$ cat src/rtl/reg_writeback_ctrl.sv
// rtl/reg_writeback_ctrl.sv - write-side controller for the 8-bit register file
//
// Merges single-cycle ALU results and variable-latency load responses onto a
// single registered write port. Tracks one outstanding load, buffers ALU
// results that lose arbitration, and flags read-after-write hazards.
//
// Ports:
//   CLK, reset            clock, synchronous active-high reset
//   alu_valid/dest/result ALU result offered this cycle (dest NOWR = discard)
//   load_req/load_dest    load issued to memory this cycle
//   mem_ready/mem_data    memory read data valid
//   raddrA, rAddrB        decode read addresses checked for hazards
//   waddr, data_out       registered write port (waddr NOWR = no write)
//   stall                 upstream must hold ALU/load issue
//   hazard                a read address matches a pending write
//   pend_valid            a load is outstanding
//   err                   one-cycle pulse on load timeout or FIFO overflow

module reg_writeback_ctrl #(
    parameter int         FIFO_DEPTH = 2,
    parameter int         TIMEOUT    = 16,
    parameter logic [4:0] NOWR       = 5'b10000
) (
    input  logic       CLK,
    input  logic       reset,
    input  logic       alu_valid,
    input  logic [4:0] alu_dest,
    input  logic [7:0] alu_result,
    input  logic       load_req,
    input  logic [4:0] load_dest,
    input  logic       mem_ready,
    input  logic [7:0] mem_data,
    input  logic [4:0] raddrA,
    input  logic [4:0] rAddrB,
    output logic [4:0] waddr,
    output logic [7:0] data_out,
    output logic       stall,
    output logic       hazard,
    output logic       pend_valid,
    output logic       err
);

    localparam int PW = $clog2(FIFO_DEPTH);
    localparam int CW = $clog2(FIFO_DEPTH + 1);
    localparam int TW = $clog2(TIMEOUT + 1);

    typedef enum logic [0:0] {
        IDLE     = 1'b0,
        WAIT_MEM = 1'b1
    } state_t;

    state_t state_q, state_d;

    logic [4:0]    pend_dest;
    logic          squash_q;
    logic [TW-1:0] tcnt;

    logic [4:0]    fifo_dest [FIFO_DEPTH];
    logic [7:0]    fifo_data [FIFO_DEPTH];
    logic [PW-1:0] rd_ptr, wr_ptr;
    logic [CW-1:0] count;

    logic load_accept, mem_done, timeout_hit;
    logic fifo_empty, fifo_full;
    logic squash_now, mem_sel, fifo_sel, alu_sel;
    logic alu_keep, push_want, push, pop, overflow;
    logic [4:0] wr_dest;
    logic [7:0] wr_data;
    logic wr_en;
    logic pend_hit, fifo_hit, port_hit;
    logic [PW-1:0] idx;

    assign pend_valid = (state_q == WAIT_MEM);
    assign fifo_empty = (count == '0);
    assign fifo_full  = (count == CW'(FIFO_DEPTH));
    assign stall      = fifo_full | (pend_valid & load_req);

    // Next-state logic. mem_ready always completes the load, even if it is
    // squashed; a same-cycle load_req is stalled and retried from IDLE.
    always_comb begin
        state_d     = state_q;
        load_accept = 1'b0;
        mem_done    = 1'b0;
        timeout_hit = 1'b0;
        case (state_q)
            IDLE: begin
                if (load_req && !stall) begin
                    state_d     = WAIT_MEM;
                    load_accept = 1'b1;
                end
            end
            WAIT_MEM: begin
                if (mem_ready) begin
                    state_d  = IDLE;
                    mem_done = 1'b1;
                end else if (tcnt == TW'(TIMEOUT - 1)) begin
                    state_d     = IDLE;
                    timeout_hit = 1'b1;
                end
            end
            default: state_d = IDLE;
        endcase
    end

    always_ff @(posedge CLK) begin
        if (reset) begin
            state_q <= IDLE;
        end else begin
            state_q <= state_d;
        end
    end

    // A younger ALU write to the pending destination makes the load result
    // stale; squash_now covers the ALU write landing in the response cycle.
    always_comb begin
        squash_now = pend_valid && alu_valid && (alu_dest == pend_dest) && (pend_dest != NOWR);
        mem_sel    = mem_done && !squash_q && !squash_now && (pend_dest != NOWR);
        fifo_sel   = !mem_sel && !fifo_empty;
        alu_keep   = alu_valid && (alu_dest != NOWR);
        alu_sel    = !mem_sel && fifo_empty && alu_keep;
        push_want  = alu_keep && !alu_sel;
        // A full FIFO drops the sample even if the head pops this cycle.
        push       = push_want && !fifo_full;
        overflow   = push_want && fifo_full;
        pop        = fifo_sel;
    end

    always_comb begin
        wr_en   = 1'b0;
        wr_dest = NOWR;
        wr_data = 8'h00;
        if (mem_sel) begin
            wr_en   = 1'b1;
            wr_dest = pend_dest;
            wr_data = mem_data;
        end else if (fifo_sel) begin
            wr_en   = 1'b1;
            wr_dest = fifo_dest[rd_ptr];
            wr_data = fifo_data[rd_ptr];
        end else if (alu_sel) begin
            wr_en   = 1'b1;
            wr_dest = alu_dest;
            wr_data = alu_result;
        end
    end

    // Write port: data_out holds its last value on idle cycles.
    always_ff @(posedge CLK) begin
        if (reset) begin
            waddr    <= NOWR;
            data_out <= 8'h00;
        end else if (wr_en) begin
            waddr    <= wr_dest;
            data_out <= wr_data;
        end else begin
            waddr    <= NOWR;
        end
    end

    // Load tracking: destination, squash flag and saturating timeout counter.
    always_ff @(posedge CLK) begin
        if (reset) begin
            pend_dest <= NOWR;
            squash_q  <= 1'b0;
            tcnt      <= '0;
            err       <= 1'b0;
        end else begin
            err <= timeout_hit | overflow;
            if (load_accept) begin
                pend_dest <= load_dest;
                squash_q  <= 1'b0;
                tcnt      <= '0;
            end else begin
                if (squash_now) begin
                    squash_q <= 1'b1;
                end
                if (pend_valid && (tcnt != TW'(TIMEOUT - 1))) begin
                    tcnt <= tcnt + TW'(1);
                end
            end
        end
    end

    // ALU result FIFO.
    always_ff @(posedge CLK) begin
        if (reset) begin
            rd_ptr <= '0;
            wr_ptr <= '0;
            count  <= '0;
        end else begin
            if (push) begin
                fifo_dest[wr_ptr] <= alu_dest;
                fifo_data[wr_ptr] <= alu_result;
                wr_ptr            <= wr_ptr + PW'(1);
            end
            if (pop) begin
                rd_ptr <= rd_ptr + PW'(1);
            end
            case ({push, pop})
                2'b10:   count <= count + CW'(1);
                2'b01:   count <= count - CW'(1);
                default: count <= count;
            endcase
        end
    end

    // Hazard: outstanding load, any buffered ALU result, or the write in flight.
    always_comb begin
        pend_hit = pend_valid && (pend_dest != NOWR) &&
                   ((raddrA == pend_dest) || (rAddrB == pend_dest));
        fifo_hit = 1'b0;
        idx      = rd_ptr;
        for (int i = 0; i < FIFO_DEPTH; i++) begin
            idx = rd_ptr + PW'(i);
            if (CW'(i) < count) begin
                if ((fifo_dest[idx] == raddrA) || (fifo_dest[idx] == rAddrB)) begin
                    fifo_hit = 1'b1;
                end
            end
        end
        port_hit = (waddr != NOWR) && ((waddr == raddrA) || (waddr == rAddrB));
        hazard   = pend_hit | fifo_hit | port_hit;
    end

endmodule
$ cat config.mk
export PLATFORM = sky130hd
export DESIGN_NAME = reg_writeback_ctrl
export DESIGN_NICKNAME = d
export VERILOG_FILES = /design/src/rtl/reg_writeback_ctrl.sv
export SDC_FILE = /design/constraint.sdc
export NUM_CORES = 1
export LEC_CHECK = 0
export CORE_AREA = 5 5 108 69
export DETAILED_ROUTE_END_ITERATION = 16
export DIE_AREA = 0 0 113 74
export PLACE_DENSITY = 0.76
export SLEW_MARGIN = 20
export SYNTH_ARGS = -nofsm -noshare
export SYNTH_HDL_FRONTEND = slang
export SYNTH_SLANG_ARGS = --single-unit
export TNS_END_PERCENT = 30
$ cat constraint.sdc
create_clock -name CLK -period 9.6 [get_ports CLK]
set_input_delay 2.88 -clock CLK [delete_from_list [all_inputs] [get_ports CLK]]
set_output_delay 2.88 -clock CLK [all_outputs]
set_load 0.03 [all_outputs]
=== Word-level counts from Yosys, hierarchy flattened ===
Memory sizes are Yosys's and may differ from the RTL's. A register that Yosys moved wholly into a read port is not among the register bits.
Cells that the tools add are included.
W data, S select, Z words.

* Logic and storage cells: 107
* Memories: 2
* Input bits: 41
* RAM bits: 26
* Register bits: 30

{| class="wikitable"
|+ Memories
! memory !! words !! bits a word !! read ports !! clocked after memory_dff !! wr ports !! line !! RTL
|-
| fifo_data || 2 || 8 || 1 || 1 || 1 || 59 || <nowiki>logic [7:0] fifo_data [FIFO_DEPTH];</nowiki>
|-
| fifo_dest || 2 || 5 || 2 || 1 || 1 || 58 || <nowiki>logic [4:0] fifo_dest [FIFO_DEPTH];</nowiki>
|}

* $add $sub $neg: 5
* $lt $le $gt $ge: 2
* Reductions and logical operators: 33
* Equal/unequal tests: 17
* Bitwise gates (word level): 7
* Multiplexer cells: 31

{| class="wikitable"
|+ Operators with widths
! cell !! number
|-
| $eq A5 B5 Y1 || 9
|-
| $mux W8 || 3
|-
| $mux W1 || 23
|-
| $logic_and A1 B1 Y1 || 18
|-
| $mux W5 || 3
|-
| $ne A5 B5 Y1 const B || 3
|-
| $logic_not A1 Y1 || 7
|-
| $add A5 B1 Y5 const B || 1
|-
| $eq A5 B4 Y1 const B || 1
|-
| $ne A5 B4 Y1 const B || 1
|-
| $eq A2 B2 Y1 const B || 2
|-
| $logic_or A1 B1 Y1 || 4
|-
| $lt A1 B2 Y1 const A || 2
|-
| $or A1 B1 Y1 || 4
|-
| $pmux W2 S2 || 1
|-
| $reduce_or A2 Y1 || 2
|-
| $add A1 B1 Y1 const B || 2
|-
| $add A2 B1 Y2 const B || 1
|-
| $eq A2 B1 Y1 const B || 1
|-
| $logic_not A2 Y1 || 1
|-
| $not A1 Y1 || 2
|-
| $pmux W1 S2 || 1
|-
| $reduce_bool A2 Y1 || 1
|-
| $sub A2 B1 Y2 const B || 1
|-
| $and A1 B1 Y1 || 1
|}

=== Longest topological paths before layout ===
Gate-level depths: netlist of run 1.

* Depth after elaboration: 15
* Depth in mapped cells: 11

=== Least setup slack after synthesis of run 1 ===
Ideal clock, no wire load.

* Path kind: input to output
* Start: input raddrA[0]
* End: output hazard
* Cell stages on the path: 5
* Arrival time: 4.005 ns
* Path slack: 2.715 ns
* Data required time: 6.720 ns
* Path through: clkbuf_1 xnor2_1 nor3_1 a22oi_1 o2111ai_1

* Word-level cells in the longest chain between the ends: 8
* Elaborated cells on any way between the ends: 16

{| class="wikitable"
|+ RTL lines
! what !! line !! RTL
|-
| from (decl) || 33 || <nowiki>input logic [4:0] raddrA,</nowiki>
|-
| $eq A5 B5 Y1 || 216 || <nowiki>if ((fifo_dest[idx] == raddrA) || (fifo_dest[idx] == rAddrB)) begin</nowiki>
|-
| $logic_or A1 B1 Y1 || 216 ||
|-
| $mux W1 || 216 ||
|-
| $mux W1 || 215 || <nowiki>if (CW'(i) < count) begin</nowiki>
|-
| $mux W1 || 216 ||
|-
| $mux W1 || 215 ||
|-
| $or A1 B1 Y1 || 222 || <nowiki>hazard = pend_hit | fifo_hit | port_hit;</nowiki>
|-
| $or A1 B1 Y1 (*) || 222 ||
|-
| to (decl) || 38 || <nowiki>output logic hazard,</nowiki>
|}

Every way passes the cells marked *; elsewhere a longest branch is shown, timed or not.

=== Worst setup path after layout of run 1 ===
* Start: input rAddrB[0]
* End: output hazard

* Word-level cells in the longest chain between the ends: 8
* Elaborated cells on any way between the ends: 16

{| class="wikitable"
|+ RTL lines
! what !! line !! RTL
|-
| from (decl) || 34 || <nowiki>input logic [4:0] rAddrB,</nowiki>
|-
| $eq A5 B5 Y1 || 216 ||
|-
| $logic_or A1 B1 Y1 || 216 ||
|-
| $mux W1 || 216 ||
|-
| $mux W1 || 215 ||
|-
| $mux W1 || 216 ||
|-
| $mux W1 || 215 ||
|-
| $or A1 B1 Y1 || 222 ||
|-
| $or A1 B1 Y1 (*) || 222 ||
|}

Marks and branches as above.

==> results.cfg, run 1 <==
[worst_hold_path]
min_to = data_out[2]
hp-class = reg2reg
hold_depth = 1
min_from = data_out[2]

[synthesis]
syn_inst = 296
syn_nets = 343
yosysTopAreaCellShare = 0.252
netlist-cell-type-count = 47
synth_compound_area_frac = 0.0998
synth.area.mux_share = 0.117
ys_seq_area_frac = 0.453
synth-simple-area-share = 0.112
ys_async_sr_fraction = 0
netlist_area_um2 = 3100
synth_ff_type = dfxtp_1
synth_top_area_cell = edfxtp_1
yosys-top-cells-area = edfxtp_1 (25%), dfxtp_1 (20%), xnor2_1 (12%), mux2i_1 (11%), nor2_1 (2.9%)
yosysWarnings = 0
synth_fa_ha_area_frac = 0.0243
synth_edf_count = 26
syn_area_per_cell_um2 = 10.5
synth-xor-area-share = 0.141
synth_top_family_by_area = XOR/XNOR gates
synth-seq-cells = 57

[worst_setup_path]
worstPathCellList = clkdlybuf4s50_1, xnor2_1, nor4_1, nand3_1, o2111ai_1, clkdlybuf4s50_1
required_ns = 6.72
worstReg2RegStart = count[1]
max_stage_delay_ns = 0.71
cp.arrival_ns = 4.99
ff2ff_path_depth = 8
crit_family = buffers and inverters
cp_common_cell = clkdlybuf4s50_1
worstSetupEndpointType = primary output
critPathMaxFanout = 4
reg2reg_slack_ns = 6.89
worst-path-buf-inv = 2
reg2reg_to = count[1]
worstSetupPathType = in2out
slowest_stage = clkdlybuf4s50_1
critical_path.startpoint_type = input port
crit_cells = 6

[detailed_routing]
vias = 2312
totalWireLength_mm = 7.41
final_antenna_net_count = 0
met1Wirelength_mm = 3.48
wl_per_cell_um = 17.1
highest_layer = met4
avgViaCountPerCell = 5.35
drt_iter0_markers = 188
drc = 0
firstDrtPassIters = 4
dr_wl_met3_um = 667
wl_met2_mm = 3.24

[status]
status = finished, final reports clean

[clock_network]
cts_root_buf = clkbuf_8
cts_tree = yes
cts_buffer_depth = 2
clock_latency_ns = 0.34
post-cts-setup-buffers = 0
clk_pin_slew_ns = 0.06
cts.sinks = 57
htree_levels = 3
cts-buffers-inserted = 9
cts_resized = 0
ctsHoldBuffers = 0

[final_layout]
drive_gt1_frac = 0.0783
final_nets = 387
final_cell_mix = clkdlybuf4s50_1 (57), xnor2_1 (42), mux2i_1 (35), dfxtp_1 (31), edfxtp_1 (26)
n_antenna_cell = 0
mostFrequentLayoutCell = clkdlybuf4s50_1
area_growth_pct = 24.9

[grt]
overflow = 0
grt_max_degree = 30
track_usage = 0.192
grt_pass1_wl_mm = 12.3
grt_pass1_vias = 2330
antenna_found_initial = 0

[timing]
slew_headroom = 0.381
fmax_mhz = 127
period_minus_slack_ns = 7.87
setup_viol = 0
tightestPinTransition_ns = 0.928
min_period_over_period = 0.820
whs_ns = 0.470
tns_ns = 0
rsz0062_at_grt = false
skew_ns = 0.0102
drv_slew = 0
finalHoldViolations = 0

[power]
swShare = 0.369
p_int_mw = 0.571
p_comb_frac = 0.390
total_power_mw = 0.904
p_leak_nw = 1.32
power_density_nw_per_um2 = 234
ir_drop_mv = 0.143
p_sw_mw = 0.333
clkPwrFrac = 0.235
seqPwrFrac = 0.375

[run]
drv_cap = 0

[placement]
place_congestion = 0.870
dp_hpwl_mm = 5.47
port_buffers = 57

[floorplanning]
coreArea_um2 = 6420
chipWidth_um = 113
die_h_um = 74
fp.dieArea_um2 = 8360
ioPinCount = 58
initial_utilization = 0.482
fp-row-count = 23
area by class of cell:
class | count | area, µm²
clock inverters | 7 | 61.3
flip-flops and latches | 57 | 1400
fillers | 553 | 2550
clock buffers | 9 | 124
repair buffers | 59 | 586
multi-input cells | 206 | 1560
well taps | 87 | 109
inverters | 7 | 26.3
sequential cells by signal, indices dropped and copies added (netlist names), named ones only:
register / cells
count: 2
squash_q: 1
fifo_dest: 10
wr_ptr: 1
err: 1
data_out: 8
fifo_data: 16
pend_dest: 5
rd_ptr: 1
tcnt: 5
waddr: 5
pend_valid: 1
worst max-delay path by stage:
stage | from | end | slack [ns]
finish | rAddrB[0] | hazard | 1.73
global route | rAddrB[3] | hazard | 1.59
CTS | rAddrB[0] | hazard | 1.78
detailed placement | rAddrB[0] | hazard | 1.80
global placement | raddrA[0] | hazard | 1.80
floorplan | raddrA[0] | hazard | 2.71
routing by layer:
| metal | GRT usage | vias up |
|---|---|---|
| li1 | - | 1131 |
| met1 | 0.272 | 1088 |
| met2 | 0.281 | 89 |
| met3 | 0.0675 | 4 |
| met4 | 0.0507 | 0 |
| met5 | 0 | - |
worst register-to-register path: cells and delay by family, from the launching register on:
family | cells | cell delay [ns]
fa+ha+maj | 2 | 1.01
compound gates | 2 | 0.56
buf+inv | 2 | 0.50
flops | 1 | 0.33
xor+xnor | 1 | 0.16
simple gates | 1 | 0.06
Yosys cell counts (4+ instances only):
| cell type | instances |
|---|---|
| buf_4 | 4 |
| inv_1 | 7 |
| clkbuf_1 | 15 |
| nand2_1 | 15 |
| xor2_1 | 8 |
| o2bb2ai_1 | 8 |
| a21oi_1 | 5 |
| edfxtp_1 | 26 |
| buf_2 | 4 |
| o21ai_0 | 5 |
| dfxtp_1 | 31 |
| xnor2_1 | 42 |
| mux2i_1 | 35 |
| nand3_1 | 11 |
| o22ai_1 | 10 |
| nor2_1 | 24 |
| ha_1 | 6 |
kinds of logic (layout without fill, tap and decap cells):
logic type | Yosys count | count (layout)
flip-flops | 57 | 57
AO/OA/AOI/OAI | 44 | 44
multiplexers | 36 | 36
buffers and inverters | 33 | 82
XOR/XNOR | 50 | 50
adder cells (fa/ha/maj) | 6 | 6
AND/OR/NAND/NOR | 70 | 70
metrics by stage:
stage               std cells  utilization  worst slack, ns  instance area, µm²
floorplan                 296            -             2.71                3100
finish                    432        0.602             1.73                3860
CTS                       432        0.600             1.78                3850
global placement          416        0.571             1.80                3660
detailed placement        416        0.571             1.80                3660
global route              432        0.602             1.59                3860
power groups by stage:
| stage | clock, mW | sequential [mW] | combinational [mW] |
|---|---|---|---|
| 6_report | 0.213 | 0.339 | 0.353 |
| 5_1_grt | 0.229 | 0.344 | 0.386 |
| 4_1_cts | 0.217 | 0.338 | 0.350 |
| 3_5_place_dp | 0 | 0.342 | 0.348 |
| 3_3_place_gp | 0 | 0.341 | 0.340 |
| 2_1_floorplan | 0 | 0.346 | 0.241 |
(Power assumes the default switching activity.)
==> run 2: changes to the inputs <==
- CORE_AREA: 5 5 108 69 -> 5 5 111 71
- DIE_AREA: 0 0 113 74 -> 0 0 116 76
- PLACE_DENSITY: 0.76 -> 0.75
- clock period: 9.6 -> 6.5 ns (I/O delays scaled with it)
==> results.cfg, run 2 (synthesis gave the netlist of run 1 again) <==
[clock_network]
clock_latency_ns = 0.32
htree_levels = 3
ctsHoldBuffers = 0
cts_tree = yes
clk_pin_slew_ns = 0.05
cts_buffer_depth = 2
cts_root_buf = clkbuf_16
cts_resized = 0
post-cts-setup-buffers = 0
cts.sinks = 57
cts-buffers-inserted = 9

[detailed_routing]
wl_per_cell_um = 17.1
vias = 2316
highest_layer = met4
totalWireLength_mm = 7.49
drt_iter0_markers = 117
met1Wirelength_mm = 3.60
wl_met2_mm = 3.31
firstDrtPassIters = 5
avgViaCountPerCell = 5.29
final_antenna_net_count = 0
drc = 0
dr_wl_met3_um = 498

[placement]
dp_slack_ns = 0.568
place_congestion = 0.942
dp_hpwl_mm = 5.42
port_buffers = 57
placed_cells = 422

[status]
status = finished, final reports clean

[grt]
antenna_found_initial = 0
grt_pass1_vias = 2366
track_usage = 0.177
grt_pass1_wl_mm = 12.2
overflow = 0
grt_max_degree = 30

[timing]
finalHoldViolations = 0
finalWorstSetupSlack_ns = 0.567
period_minus_slack_ns = 5.93
fmax_mhz = 169
slew_headroom = 0.340
min_period_over_period = 0.913
tightestPinTransition_ns = 0.989
tns_ns = 0
rsz0062_at_grt = false
whs_ns = 0.462
drv_slew = 0
skew_ns = 0.00493
setup_viol = 0

[floorplanning]
ioPinCount = 58
fp.dieArea_um2 = 8820
chipWidth_um = 116
fp-row-count = 24
coreArea_um2 = 6910
die_h_um = 76
initial_utilization = 0.448

[final_layout]
drive_gt1_frac = 0.0778
reg.largest.list = fifo_data (16), fifo_dest (10), data_out (8)
largest_register_ffs = 16
top_register = fifo_data
fin_util = 0.580
final_nets = 389
area_growth_pct = 29.4
n_antenna_cell = 0
mostFrequentLayoutCell = clkdlybuf4s50_1
stdcell_count = 438
final_cell_mix = clkdlybuf4s50_1 (57), xnor2_1 (42), mux2i_1 (35), dfxtp_1 (31), edfxtp_1 (26)

[worst_setup_path]
cp.arrival_ns = 3.98
reg2reg_slack_ns = 3.84
worstSetupEndpointType = primary output
required_ns = 4.55
critical_path.startpoint_type = input port
critPathMaxFanout = 4
worstSetupPathType = in2out

[power]
power_density_nw_per_um2 = 380
p_leak_nw = 1.38
ir_drop_mv = 0.250

[worst_hold_path]
hp-class = reg2reg

[run]
drv_cap = 0
## run 2: cell types whose count changed in the layout (fill, tap and decap cells not counted), sizes merged
cell      change
bufinv        +1
inv           +1
clkbuf        +1
clkinv        -5
clkinvlp      +2
buf           +2
## run 2: where the power goes
part | internal, mW | switching (mW) | leakage, nW
sequential | 0.432 | 0.0688 | 0.490
clock | 0.336 | 0.164 | 0.145
combinational | 0.241 | 0.279 | 0.741
total | 1.01 | 0.512 | 1.38
## run 2: layout make-up
class / count / area [µm²]
Fill cell: 592 / 2900
Multi-Input combinational cell: 206 / 1540
Sequential cell: 57 / 1400
Timing Repair Buffer: 61 / 601
Clock buffer: 10 / 229
Tap cell: 91 / 114
Clock inverter: 6 / 91.3
Inverter: 7 / 26.3
## run 2: worst max-delay path, stage by stage
cell             delay (ns)
clkdlybuf4s50_1        0.64
xnor2_1                0.14
nor4_1                 0.28
nand3_1                0.11
o2111ai_1              0.14
clkdlybuf4s50_1        0.72
## run 2: final timing paths
| path | cells after the start | end | startpoint |
|---|---|---|---|
| setup reg to reg | 7 | count[0] | count[1] |
| setup / recovery | 6 | hazard | rAddrB[2] |
| hold / removal | 1 | data_out[5] | data_out[5] |
| hold reg to reg | 1 | data_out[5] | data_out[5] |
## run 2: routing by layer
layer | vias up | global-route usage
li1 | 1139 | -
met1 | 1100 | 0.255
met2 | 70 | 0.262
met3 | 7 | 0.0444
met4 | 0 | 0.0521
met5 | - | 0
## run 2: through the flow
stage	instance area, µm²	total power, mW
6_report	4010	1.52
5_1_grt	4010	1.61
4_1_cts	4000	1.53
3_5_place_dp	3680	1.02
3_3_place_gp	3680	1.01
2_1_floorplan	3100	0.868
==> run 3: changes to the inputs <==
- CTS_CLUSTER_DIAMETER: not set -> 40
==> results of run 3 <==
Same layout as run 2: the final DEF is identical, and so are final timing and power.
